## config.mk

```make
export PLATFORM = sky130hd
export DESIGN_NAME = fog_phase_ramp_gen
export DESIGN_NICKNAME = d
export VERILOG_FILES = /design/src/rtl/fog_pkg.sv /design/src/rtl/fog_mod_timer.sv /design/src/rtl/fog_phase_ramp_gen.sv
export SDC_FILE = /design/constraint.sdc
export NUM_CORES = 1
export LEC_CHECK = 0
export BUFFER_PORTS_ARGS = -buffer_cell sky130_fd_sc_hd__buf_2
export CAP_MARGIN = 15
export CORE_ASPECT_RATIO = 1.25
export CORE_UTILIZATION = 63
export CTS_BUF_LIST = sky130_fd_sc_hd__clkbuf_4
export DETAILED_ROUTE_END_ITERATION = 10
export GPL_ROUTABILITY_DRIVEN = 0
export GPL_TIMING_DRIVEN = 0
export PLACE_DENSITY = 0.89
export SETUP_SLACK_MARGIN = 0.2
export SYNTH_ARGS = -nofsm -noshare
export SYNTH_HDL_FRONTEND = slang
export SYNTH_SLANG_ARGS = --single-unit
```

## constraint.sdc

```tcl
create_clock -name i_clk -period 11 [get_ports i_clk]
set_input_delay 0 -clock i_clk [delete_from_list [all_inputs] [get_ports i_clk]]
set_output_delay 0 -clock i_clk [all_outputs]
set_load 0.02 [all_outputs]
```

## src/rtl/fog_pkg.sv

```systemverilog
// Shared definitions for the FOG phase-modulation chain: feedback mode
// encoding (common with the step generator) and the driver state type.
package fog_pkg;

   localparam logic [31:0] FB_OFF   = 32'd0;
   localparam logic [31:0] FB_LOOP  = 32'd1;
   localparam logic [31:0] FB_CONST = 32'd2;

   localparam int MIN_HALF_DFLT = 4;

   typedef enum logic [1:0] {
      IDLE  = 2'd0,
      RUN_H = 2'd1,
      RUN_L = 2'd2
   } state_t;

   // Every code outside {LOOP, CONST} means the loop is stopped.
   function automatic logic fb_running(input logic [31:0] fb);
      case (fb)
         FB_LOOP, FB_CONST: return 1'b1;
         FB_OFF:            return 1'b0;
         default:           return 1'b0;
      endcase
   endfunction

endpackage

```

## src/rtl/fog_mod_timer.sv

```systemverilog
// Bias-modulation timing: half-period counter with period-start latch,
// polarity, end-of-period trigger and its delayed copy.
module fog_mod_timer
   import fog_pkg::*;
#(
   parameter int TRIG_DLY = 2,
   parameter int MIN_HALF = MIN_HALF_DFLT
) (
   input  logic        i_clk,
   input  logic        i_rst_n,
   input  state_t      state_i,
   input  logic        run_i,
   input  logic [31:0] mod_half_i,
   output logic        bnd_o,
   output logic        pol_o,
   output logic        trig_o,
   output logic        trig_dly_o
);

   logic [31:0]         cnt_q;
   logic [31:0]         half_q;
   logic [31:0]         half_d;
   logic                pol_q;
   logic                trig_q;
   logic [TRIG_DLY-1:0] dly_q;
   logic                active;

   assign active = (state_i != IDLE) && run_i;
   assign half_d = (mod_half_i < 32'(MIN_HALF)) ? 32'(MIN_HALF) : mod_half_i;
   // A stop request in the boundary cycle suppresses the boundary itself.
   assign bnd_o  = active && (cnt_q == half_q - 32'd1);

   always_ff @(posedge i_clk or negedge i_rst_n) begin
      if (!i_rst_n) begin
         cnt_q  <= '0;
         half_q <= 32'(MIN_HALF);
         pol_q  <= 1'b0;
         trig_q <= 1'b0;
         dly_q  <= '0;
      end else if (!active) begin
         cnt_q  <= '0;
         pol_q  <= 1'b0;
         trig_q <= 1'b0;
         dly_q  <= '0;
      end else begin
         if ((state_i == RUN_H) && (cnt_q == '0)) begin
            half_q <= half_d;
         end
         cnt_q  <= bnd_o ? '0 : cnt_q + 32'd1;
         if (bnd_o) begin
            pol_q <= ~pol_q;
         end
         trig_q <= bnd_o && (state_i == RUN_L);
         dly_q  <= TRIG_DLY'({dly_q, trig_q});
      end
   end

   assign pol_o      = pol_q;
   assign trig_o     = trig_q;
   assign trig_dly_o = dly_q[TRIG_DLY-1];

endmodule

```

## src/rtl/fog_phase_ramp_gen.sv

```systemverilog
// FOG phase-modulator driver: serrodyne ramp integrating the feedback step
// once per half-period, plus square-wave bias, into a registered DAC code.
//
//   state | meaning
//   IDLE  | loop stopped; ramp cleared, DAC held, triggers quiet
//   RUN_H | first half of a modulation period
//   RUN_L | second half; its boundary ends the period and fires o_trig
module fog_phase_ramp_gen
   import fog_pkg::*;
#(
   parameter int DAC_W    = 16,
   parameter int TRIG_DLY = 2,
   parameter int MIN_HALF = MIN_HALF_DFLT
) (
   input  logic               i_clk,
   input  logic               i_rst_n,
   input  logic [31:0]        i_fb_ON,
   input  logic [31:0]        i_mod_half,
   input  logic signed [31:0] i_step,
   input  logic signed [15:0] i_mod_amp_h,
   input  logic signed [15:0] i_mod_amp_l,
   output logic               o_trig,
   output logic               o_trig_dly,
   output logic [DAC_W-1:0]   o_dac,
   output logic               o_dac_valid,
   output logic               o_pol,
   output logic               o_ramp_wrap,
   output logic signed [31:0] o_ramp
);

   state_t             state_q;
   logic [31:0]        fb_q;
   logic [31:0]        ramp_q;
   logic               wrap_q;
   logic [DAC_W-1:0]   dac_q;
   logic               dac_vld_q;
   logic               dac_pend_q;
   logic               run;
   logic               bnd;
   logic               pol;
   logic [32:0]        sum;
   logic               wrap_d;
   logic signed [15:0] amp_sel;
   logic [DAC_W-1:0]   dac_d;

   assign run = fb_running(fb_q);

   fog_mod_timer #(
      .TRIG_DLY (TRIG_DLY),
      .MIN_HALF (MIN_HALF)
   ) u_timer (
      .i_clk      (i_clk),
      .i_rst_n    (i_rst_n),
      .state_i    (state_q),
      .run_i      (run),
      .mod_half_i (i_mod_half),
      .bnd_o      (bnd),
      .pol_o      (pol),
      .trig_o     (o_trig),
      .trig_dly_o (o_trig_dly)
   );

   // Ramp is an unsigned 2pi phase: wrap means crossing 0 in either direction.
   assign sum     = {1'b0, ramp_q} + {1'b0, i_step};
   assign wrap_d  = i_step[31] ? ~sum[32] : sum[32];
   assign amp_sel = pol ? i_mod_amp_h : i_mod_amp_l;
   assign dac_d   = ramp_q[31:32-DAC_W] + DAC_W'(amp_sel);

   always_ff @(posedge i_clk or negedge i_rst_n) begin
      if (!i_rst_n) begin
         fb_q       <= '0;
         state_q    <= IDLE;
         ramp_q     <= '0;
         wrap_q     <= 1'b0;
         dac_q      <= '0;
         dac_vld_q  <= 1'b0;
         dac_pend_q <= 1'b0;
      end else begin
         fb_q       <= i_fb_ON;
         wrap_q     <= 1'b0;
         dac_vld_q  <= 1'b0;
         dac_pend_q <= 1'b0;
         case (state_q)
            IDLE: begin
               if (run) begin
                  state_q <= RUN_H;
               end
            end
            RUN_H, RUN_L: begin
               if (!run) begin
                  state_q   <= IDLE;
                  ramp_q    <= '0;
                  dac_q     <= '0;
                  dac_vld_q <= 1'b1;
               end else begin
                  if (dac_pend_q) begin
                     dac_q     <= dac_d;
                     dac_vld_q <= 1'b1;
                  end
                  if (bnd) begin
                     ramp_q     <= sum[31:0];
                     wrap_q     <= wrap_d;
                     dac_pend_q <= 1'b1;
                     state_q    <= (state_q == RUN_H) ? RUN_L : RUN_H;
                  end
               end
            end
            default: state_q <= IDLE;
         endcase
      end
   end

   assign o_dac       = dac_q;
   assign o_dac_valid = dac_vld_q;
   assign o_pol       = pol;
   assign o_ramp_wrap = wrap_q;
   assign o_ramp      = ramp_q;

endmodule

```

==> Yosys cells after proc, flatten, opt, wreduce, memory -nomap -nowiden <==
Cells that the tools add are included.
{ "totals": {"out_inout_bits": 53, "reg_bits": 153, "in_bits": 130} }
{ "classes": {"n_bitwise": 2, "n_lt_le_gt_ge": 1, "n_reduce_logical": 13, "eq_ne": 10, "addsub": 4, "muxes": 28} }
{ "ops": {"columns": ["operator", "count"], "rows": [
  ["$mux 32", 5],
  ["$mux 16", 3],
  ["$add 32x32->33", 1],
  ["$add 32x1->32 const B", 1],
  ["$eq 32x1->1 const B", 1],
  ["$eq 32x2->1 const B", 1],
  ["$eq 32x32->1", 1],
  ["$logic_not 32->1", 1],
  ["$lt 32x3->1 const B", 1],
  ["$sub 32x1->32 const B", 1],
  ["$add 16x16->16", 1],
  ["$mux 1", 14],
  ["$mux 2", 5],
  ["$reduce_and 2->1", 4],
  ["$logic_and 1x1->1", 4],
  ["$ne 2x1->1 const B", 2],
  ["$ne 2x2->1 const B", 2],
  ["$pmux 2 s2", 1],
  ["$reduce_or 2->1", 2],
  ["$ne 3x3->1 const B", 1],
  ["$eq 2x1->1 const B", 1],
  ["$eq 2x2->1 const B", 1],
  ["$logic_not 2->1", 1],
  ["$not 1->1", 2],
  ["$reduce_bool 2->1", 1]
]} }

==> Depth between registers and ports, before layout <==
Gate-level depths: netlist of the first run.
{ "logic_depth": {"ltp_word": 8, "ltp_mapped": 14, "mapped_depth_nobuf": 13} }

==> Modules after synthesis <==
Synthesis of the first run repeated with hierarchy kept, for this count alone.
{ "unflattened": {"hier_cells": 1039, "hier_area_um2": 9624.2} }
{ "by_module_without_submodules": {"columns": ["mod", "seq_area_each_um2", "n_inst", "cells_per_inst", "area_each_um2"], "rows": [
  ["fog_phase_ramp_gen", 2127.0, 1, 600, 5484.0],
  ["fog_mod_timer", 1702.9, 1, 439, 4140.2]
]} }

==> Least setup slack after synthesis of the first run <==
No wires, ideal clock.
{ "synth_timing": {"kind": "reg-to-reg", "startpoint": "register u_timer.pol_q (netlist: u_timer.pol_o)", "endpoint": "register dac_q[15] (netlist: o_dac[15])", "t_arrival_ps": 3604, "stages_incl_launch_ff": 15, "setup_time_ps": 128, "path_buffers": 2, "slack_ps": 7268, "path_cell_list": "dfrtp_1 clkbuf_1 buf_1 mux2i_1 inv_1 ha_1 a21o_1 a21oi_1 o21ai_0 a2111o_1 a41oi_1 o21bai_1 a311oi_1 xnor2_1 o21ai_0"} }
{ "synth_via": {"elab_chain_cells": 4} }
{ "synth_lines": {"columns": ["element", "line_no", "text"], "rows": [
  ["from (decl)", "fog_mod_timer.sv:23", "logic pol_q;"],
  ["from (signal assigned)", "fog_mod_timer.sv:51", "pol_q <= ~pol_q;"],
  ["$mux 16", "fog_phase_ramp_gen.sv:66", "assign amp_sel = pol ? i_mod_amp_h : i_mod_amp_l;"],
  ["$add 16x16->16", "fog_phase_ramp_gen.sv:67", "assign dac_d = ramp_q[31:32-DAC_W] + DAC_W'(amp_sel);"],
  ["$mux 16", "fog_phase_ramp_gen.sv:96", "if (dac_pend_q) begin"],
  ["$mux 16", "fog_phase_ramp_gen.sv:90", "if (!run) begin"],
  ["to (signal assigned)", "fog_phase_ramp_gen.sv:75", "dac_q <= '0;"],
  ["to (signal assigned)", "fog_phase_ramp_gen.sv:93", "dac_q <= '0;"],
  ["to (signal assigned)", "fog_phase_ramp_gen.sv:97", "dac_q <= dac_d;"],
  ["to (decl)", "fog_phase_ramp_gen.sv:35", "logic [DAC_W-1:0] dac_q;"]
]} }
Every way passes these cells. The select of a mux whose other input is x is not followed.
A chain may end at the register's enable or synchronous reset.

==> Worst setup path after layout of the first run <==
Same ends and word-level chain as after synthesis.

==> results of run 1 <==
[state kept, by name, indices dropped and copies added, names as in the netlist]
signal,flops
o_ramp_wrap,1
u_timer.half_q,32
o_ramp,32
state_q,2
u_timer.trig_o,1
o_dac,16
o_dac_valid,1
dac_pend_q,1
fb_q,32
u_timer.dly_q,2
u_timer.cnt_q,32
u_timer.pol_o,1
[cell type report]
class,instances,area share (%)
flip-flops and latches,153,30.7
clock buffers,18,1.08
repair buffers,285,15.9
inverters,60,1.81
well taps,208,2.09
plain buffers,40,1.34
clock inverters,14,1.58
multi-input cells,799,45.5
[synth_stat cells, types with 5 or more instances]
cell      count  share of area, %
a211oi_1      7              0.53
a21o_1       16               1.2
a21oi_1      42               2.1
a311oi_1      5              0.44
a31oi_1      13              0.82
a32oi_1      20               1.8
and2_1        7              0.44
and3_1        9              0.57
and4_1        6              0.53
buf_2         8              0.40
clkbuf_1     28               1.1
dfrtp_1     152                38
ha_1         54               6.8
inv_1        60               2.3
mux2_2       43               4.9
mux2i_1       7              0.71
nand2_1      63               2.4
nand2b_1     13              0.82
nand3_1      42               2.1
nand4_1      18               1.1
nand4b_1      7              0.62
nor2_1       77               2.9
nor2b_1       8              0.51
nor3_1       25               1.3
nor4_1       30               1.9
o211ai_1      8              0.61
o21a_1        5              0.38
o21ai_0      69               3.5
o21ai_1       7              0.35
o21bai_1      5              0.38
o31ai_1       9              0.68
or3_1        11              0.70
or4_1        11              0.83
xnor2_1      58               5.1
xor2_1       49               4.3
[power by group]
part	internal, mW	switching, mW
Combinational	0.0938	0.0932
Clock	0.184	0.221
Sequential	0.574	0.0120
Total	0.852	0.327
[metal layers]
metal  track usage [%]  wire, um  vias up
met3              7.20      2040      160
met5                 0         0        -
met2              67.3     15000      530
met4              25.9      2040        0
met1              41.6     10700     4580
li1                  -         -     4459
[through the flow]
step / instances / setup slack, ns
after floorplan: 1052 / 7.27
after detailed placement: 1443 / 6.54
after global routing: 1577 / 6.20
after CTS: 1577 / 6.51
final: 1577 / 6.33
after global placement: 1442 / 6.63
[cell families after synthesis]
family,after synthesis,share of synthesized area (%)
and+or+nand+nor,350,19.1
xor gates and xnor gates,107,9.48
buffers and inverters,100,3.97
muxes,50,5.60
adders and majority gates,56,7.24
DFF,153,38.7
AOI/OAI and AO/OA,236,15.9
[worst register-to-register path: stages, from the launching register on]
cell and delay [ns]:
dfrtp_1 0.41, clkbuf_1 0.48, buf_1 0.66, mux2i_1 0.37, inv_1 0.08, ha_1 0.27
a21o_1 0.17, a21oi_1 0.21, o21ai_0 0.17, a2111o_1 0.46, a41oi_1 0.36, o21bai_1 0.19
a311oi_1 0.34, xnor2_1 0.20, o21ai_0 0.14
[worst max path at each step]
stage / start / end / slack [ns] / cells after the start
floorplan: u_timer.pol_o / o_dac[15] / 7.27 / 14
global placement: u_timer.pol_o / o_dac[15] / 6.63 / 14
detailed placement: u_timer.pol_o / o_dac[15] / 6.54 / 14
CTS: u_timer.pol_o / o_dac[15] / 6.51 / 14
global route: u_timer.pol_o / o_dac[15] / 6.20 / 14
finish: u_timer.pol_o / o_dac[15] / 6.33 / 14
[timing repair]
item / 4_1_cts / 5_1_grt
endpoints found under the hold margin: 242 / 0
hold buffers: 102 / 0
gates resized for setup: 0 / 0
==> impl_metrics.ini, run 1 <==
[outcome]
status = finished clean

[layout]
syn_to_final_growth_pct = 26.0
seq_area_um2 = 3830
post-route-cell-area_um2 = 12500
layout_common_cells = buf_2, dfrtp_1, dlygate4sd3_1, nor2_1, o21ai_0
mostFrequentLayoutCell = buf_2
fin_util_pct = 82.3
layout-drive-gt1-share_pct = 20.9
fill_cells = 910
num-nets-final = 1542
multi_input_area_um2 = 5670
antennaDiodeCount = 0

[yosys]
synth-seq-area-share_pct = 38.7
ys.flop_type = dfrtp_1
synth_cells = 1052
synth.distinct_cells = 71
asyncSetResetFlopFracSynth_pct = 100
avgSynthCellArea_um2 = 9.40
yosys_warnings = 0
syn_nets = 1238
synth-edff-count = 0
ys_ff_latch = 153
synthesis.area_um2 = 9890

[timing]
setup_tns_ns = 0
rsz0062_at_grt = no
finalCriticalPeriod_ns = 4.67
hold_violations = 0
fmax_ghz = 0.214
slew_headroom_pct = 39.1
fin_crit_sh_pct = 42.4
finalSetupViolations = 0
worst_hold_slack_ns = 0.0126
tightest_slew_ns = 0.907
slew_violations = 0
clock_skew_ns = 0.0389

[setup_path]
crit_buf_inv = 3
crit_family = compound AO/OA/AOI/OAI gates
cp-start-kind = flip-flop
crit_arrival_ns = 5.13
crit_slowest_cell = buf_1
r2r_slack_ns = 6.33
crit_required_ns = 11.46
max_stage_delay_ns = 0.66
worst-setup-path-type = flip-flop to flip-flop
cp_max_fo = 10
reg2reg_depth = 14
end_kind = flip-flop
crit_top_cell = o21ai_0
worstPathCellList = clkbuf_1 > buf_1 > mux2i_1 > inv_1 > ha_1 > a21o_1 > a21oi_1 > o21ai_0 > a2111o_1 > a41oi_1 > o21bai_1 > a311oi_1 > xnor2_1 > o21ai_0
r2r-end = o_dac[15]
r2r-start = u_timer.pol_o

[routing]
finalWirelength_mm = 29.7
wl_per_cell_um = 18.9
drtIter0Drc = 693
firstDrtPassIters = 8
post-route-drc-count = 0
via_count = 9729
vias_per_cell = 6.17
final_antenna_net_count = 0

[clocking]
cts_buffers = 17
insertion_delay_ns = 0.62
cts_root_buffer = clkbuf_4
clock_path_buffers = 2
cts_tree = done
htreeDepth = 4
cts_setup_buffers = 0
cts.sinks = 153
clkTransAtPathRegs_ns = 0.16

[power]
power_density_nw_per_um2 = 94.6
leakagePower_nw = 5.31
p_total_mw = 1.18
irDropWorstVdd_uv = 74.6

[floorplanning]
die_y_um = 142
start_util_pct = 65.3
dieArea_um2 = 16200
coreArea_um2 = 15100
io_pins = 183
rows = 50
dieWidth_um = 114

[place]
io_buffers = 182
hpwl_mm = 19.1
place_area_um2 = 11100

[global_route]
grt_usage_pct = 38.3
overflow = 0
grt_pass1_vias = 9879
antenna_found_initial = 0
grt_max_degree = 99
grt_pass1_wl_mm = 48.1

[min_path]
hold_path_class = input port to flip-flop
whs_endpoint = fb_q[30]
hold_start = i_fb_ON[30]
hold_path_depth = 2

[job]
maxCapViolations = 0
(Power assumes the default switching activity.)
==> inputs of run 2 (changes only) <==
CORE_UTILIZATION = 53   (was 63)
PLACE_DENSITY = 0.8   (was 0.89)
clock period = 3.77 ns   (was 11 ns; I/O delays follow)
==> run 2 against run 1 <==
  * The flow now finishes with violations (negative hold slack)
  * Largest power group unchanged
  * Clock-buffer cell count unchanged
  * Critical endpoint is now o_ramp[10]
  * Critical path depth unchanged
  * Core utilization decreased by 9.3 points
==> impl_metrics.ini, run 2 (synthesized netlist as in run 1, its figures left out) <==
[outcome]
status = finished, violations left
violations = negative hold slack

[floorplanning]
start_util_pct = 54.4
coreArea_um2 = 18200
dieArea_um2 = 19200
dieWidth_um = 124
io_pins = 183
rows = 55
die_y_um = 155

[setup_path]
crit_required_ns = 4.24
reg2reg_depth = 14
cp-start-kind = flip-flop
end_kind = flip-flop
r2r-end = o_ramp[10]
crit_arrival_ns = 4.02
cp-endpoint = o_ramp[10]
r2r_slack_ns = 0.22
worst-setup-path-type = flip-flop to flip-flop
critPathLaunch = u_timer.half_q[1]
cp_max_fo = 8
r2r-start = u_timer.half_q[1]

[clocking]
cts_tree = done
clock_path_buffers = 2
cts_root_buffer = clkbuf_4
cts_buffers = 17
clkTransAtPathRegs_ns = 0.18
cts.sinks = 153
htreeDepth = 4
insertion_delay_ns = 0.62

[timing]
finalSetupViolations = 0
tightest_slew_ns = 0.794
setup_tns_ns = 0
rsz0062_at_grt = yes
fmax_ghz = 0.282
slew_violations = 0
clock_skew_ns = 0.0415
slew_headroom_pct = 45.7
hold_violations = 1
worst_hold_slack_ns = -0.00127
fin_ws_ns = 0.222
fin_crit_sh_pct = 94.1
finalCriticalPeriod_ns = 3.55

[global_route]
grt_pass1_wl_mm = 45.4
grt_max_degree = 90
grt_usage_pct = 30.4
grt_pass1_vias = 9699
overflow = 0
antenna_found_initial = 1

[power]
leakagePower_nw = 5.64
power_density_nw_per_um2 = 248
irDropWorstVdd_uv = 280
p_total_mw = 3.30

[routing]
firstDrtPassIters = 5
post-route-drc-count = 0
drtIter0Drc = 576
wl_per_cell_um = 17.9
via_count = 9746
vias_per_cell = 5.92
final_antenna_net_count = 0
finalWirelength_mm = 29.5

[layout]
layout_common_cells = buf_2, dfrtp_1, dlygate4sd3_1, nor2_1, nand2_1
num-nets-final = 1590
mostFrequentLayoutCell = buf_2
fill_cells = 1257
post-route-cell-area_um2 = 13300
layout-drive-gt1-share_pct = 26.1
syn_to_final_growth_pct = 34.1

[place]
hpwl_mm = 18.9
place_area_um2 = 11100
preCtsSetupSlack_ns = -0.206
io_buffers = 182

[min_path]
hold_path_depth = 6
hold_path_class = input port to flip-flop

[job]
maxCapViolations = 0
run 2: cell count changes in the layout (fill, tap and decap cells not counted), sizes merged:
cell and change:
buf +32, clkinv -3, inv +7, bufinv -4, clkbuf -1, diode +1, dlygate4sd3 +17
run 2: routing by layer:
layer  routed length [um]  track usage [%]  up-vias
met5                    0                0        -
met4                 1370             18.4        0
met3                 1560             5.05      105
met2                15500             55.1      401
met1                11100             32.2     4688
li1                     -                -     4552
run 2: per-stage QoR:
stage,util (%),instances
6_report,73.0,1646
3_3_place_gp,61.0,1462
4_1_cts,70.3,1624
5_1_grt,73.0,1646
3_5_place_dp,61.2,1463
2_1_floorplan,-,1052
run 2: timing repair:
| action | 4_1_cts | 5_1_grt |
|---|---|---|
| hold buffers | 119 | 0 |
| resized for setup | 26 | 83 |
| hold endpoints to repair | 246 | 0 |
| gates cloned | 0 | 2 |
| setup endpoints to repair | 95 | 94 |
| pin swaps | 4 | 36 |
| buffers inserted | 10 | 19 |
run 2: how the worst min path moves through the flow:
stage | from | to
after detailed placement | i_rst_n | o_ramp[1]
after global routing | i_fb_ON[14] | fb_q[14]
after floorplan | i_rst_n | dac_pend_q
after CTS | i_mod_amp_h[11] | o_dac[11]
after global placement | i_fb_ON[25] | fb_q[25]
final | i_step[1] | o_ramp[1]
run 2: where the power goes:
part	switching, mW	internal, mW	total (mW)
combinational	0.281	0.299	0.580
clock	0.707	0.298	1.01
sequential	0.0343	1.68	1.71
run 2: area by class of cell:
class	count	area (um^2)	share of cell area [%]
antenna	1	2.50	0.0189
buffer	40	220	1.66
clock buffer	18	135	1.02
clock inverter	14	130	0.981
inverter	60	225	1.70
multi-input combinational	799	6020	45.4
sequential	153	3830	28.9
tap	228	285	2.15
timing repair buffer	333	2410	18.2
run 2: critical path, stage by stage (launching register included):
cell and delay [ns]:
dfrtp_1 0.45, inv_2 0.09, ha_4 0.14, nor4b_4 0.33, buf_4 0.18, nand4_1 0.14
xnor2_2 0.22, nand3_1 0.13, or4b_4 0.55, a2111oi_4 0.20, buf_4 0.20, nand4b_4 0.26
buf_6 0.24, a32oi_2 0.18, o21ai_1 0.11
==> inputs of run 3 (changes only) <==
BUFFER_PORTS_ARGS = unset   (was -buffer_cell sky130_fd_sc_hd__buf_2)
CAP_MARGIN = unset   (was 15)
CORE_UTILIZATION = 60   (was 53)
DONT_BUFFER_PORTS = 1   (was unset)
PLACE_DENSITY = 0.79   (was 0.8)
==> run 3 against run 2 <==
  * The flow finishes with violations (negative setup slack)
  * Fmax shrank 8.6%
  * Via count down 2.0%
  * Sequential cell count stayed put
  * Clock power fell by 4%
  * Routed wire length up 7.3%
  * Combinational power is essentially flat
  * Sequential power hardly changed
  * Clock-buffer cell count is 1 lower
  * Cell area shrank 2.7%
  * Clock skew down 0.017 ns
  * Global-route usage increased by 4.6 points
  * Critical endpoint is now o_ramp[31]
  * Largest cell class unchanged
  * Largest power group unchanged
  * Highest routed layer unchanged
==> impl_metrics.ini, run 3 (synthesized netlist as in run 1, its figures left out) <==
[setup_path]
crit_arrival_ns = 4.41
cp_max_fo = 9
critPathLaunch = o_ramp[12]
r2r-end = o_ramp[31]
worst-setup-path-type = flip-flop to flip-flop
r2r-start = o_ramp[12]
reg2reg_depth = 10
cp-endpoint = o_ramp[31]
crit_required_ns = 4.29
end_kind = flip-flop
r2r_slack_ns = -0.11
cp-start-kind = flip-flop

[floorplanning]
start_util_pct = 61.3
io_pins = 183
dieWidth_um = 117
dieArea_um2 = 17000
coreArea_um2 = 16100
die_y_um = 146
rows = 52

[clocking]
clock_path_buffers = 2
clkTransAtPathRegs_ns = 0.14
cts.sinks = 153
insertion_delay_ns = 0.61
htreeDepth = 4
cts_root_buffer = clkbuf_4
cts_buffers = 17
cts_tree = done

[timing]
tightest_slew_ns = 1.38
finalCriticalPeriod_ns = 3.88
fin_crit_sh_pct = 103
slew_violations = 0
hold_violations = 0
fmax_ghz = 0.258
clock_skew_ns = 0.0241
rsz0062_at_grt = yes
setup_tns_ns = -0.112
worst_hold_slack_ns = 0.0527
slew_headroom_pct = 7.64
fin_ws_ns = -0.112
finalSetupViolations = 1

[place]
io_buffers = 0
hpwl_mm = 18.2

[routing]
wl_per_cell_um = 20.8
vias_per_cell = 6.30
via_count = 9553
finalWirelength_mm = 31.6
post-route-drc-count = 0
drtIter0Drc = 789
final_antenna_net_count = 0
firstDrtPassIters = 6

[layout]
layout-drive-gt1-share_pct = 14.9
layout_common_cells = dlygate4sd3_1, dfrtp_1, nor2_1, nand2_1, inv_1
syn_to_final_growth_pct = 30.5
num-nets-final = 1469
mostFrequentLayoutCell = dlygate4sd3_1
fill_cells = 1010

[global_route]
grt_max_degree = 154
grt_usage_pct = 35.1
antenna_found_initial = 4
grt_pass1_wl_mm = 45.4
overflow = 0
grt_pass1_vias = 9265

[power]
irDropWorstVdd_uv = 196
leakagePower_nw = 5.24
power_density_nw_per_um2 = 253

[job]
maxCapViolations = 0

[outcome]
violations = negative setup slack
status = finished, violations left

[min_path]
hold_path_class = input port to async pin
## run 3: what timing repair did
item,in CTS,in global routing
gates resized for setup,32,76
endpoints found under the hold margin,262,0
buffers inserted,10,30
gates cloned,0,3
pin swaps,5,29
endpoints found under the setup margin,102,104
hold buffers,169,0
## run 3: final cells by class
type                       instances  area, um^2  area share [%]
inverter                          60         225            1.74
sequential                       153        3840            29.8
clock inverter                    15         129           0.998
tap                              216         270            2.09
buffer                            40         255            1.98
multi-input combinational        799        5940            46.0
clock buffer                      17         128           0.989
antenna                            4        10.0          0.0775
timing repair buffer             212        2110            16.4
## run 3: power by group
group	leakage, nW	switching [mW]	internal (mW)
registers	1.72	0.0360	1.68
clock network	0.127	0.648	0.325
logic	3.39	0.285	0.296
## run 3: per-stage QoR
step / setup slack [ns] / cells / instance area (um^2) / util, % / power (mW)
after global routing: -0.589 / 1516 / 12900 / 80.0 / 3.40
after global placement: -0.332 / 1268 / 10200 / 63.0 / 2.05
after CTS: 0.157 / 1479 / 12300 / 76.5 / 3.21
final: -0.112 / 1516 / 12900 / 80.0 / 3.27
after detailed placement: -0.411 / 1268 / 10200 / 63.0 / 2.06
after floorplan: 0.295 / 1052 / 9890 / - / 2.00
## run 3: how the worst min path moves through the flow
| stage | endpoint | slack, ns | cells after the start | startpoint |
|---|---|---|---|---|
| finish | o_ramp[3] | 0.05 | 2 | i_rst_n |
| floorplan | dac_pend_q | -0.30 | 0 | i_rst_n |
| global placement | o_ramp[0] | -0.29 | 0 | i_rst_n |
| detailed placement | o_ramp[0] | -0.29 | 0 | i_rst_n |
| global route | o_dac[4] | 0.08 | 6 | i_mod_amp_l[4] |
| CTS | o_dac[4] | 0.006 | 6 | i_mod_amp_l[4] |
## run 3: worst max-delay path, stage by stage, from the launching register on
cell and delay, ns:
dfrtp_1 0.53, ha_1 0.33, clkbuf_1 0.34, nand4_1 0.20, a2111oi_1 1.12, o31a_1 0.30
o31ai_2 0.12, o31ai_1 0.37, a31oi_1 0.16, xor2_1 0.15, o21ai_0 0.16
## run 3: layer usage
metal  vias up  routed length [um]  track usage, %
li1       4327                   -               -
met1      4579               11200            37.3
met2       477               16200            61.2
met3       170                2150            8.20
met4         0                2060            22.4
met5         -                   0               0
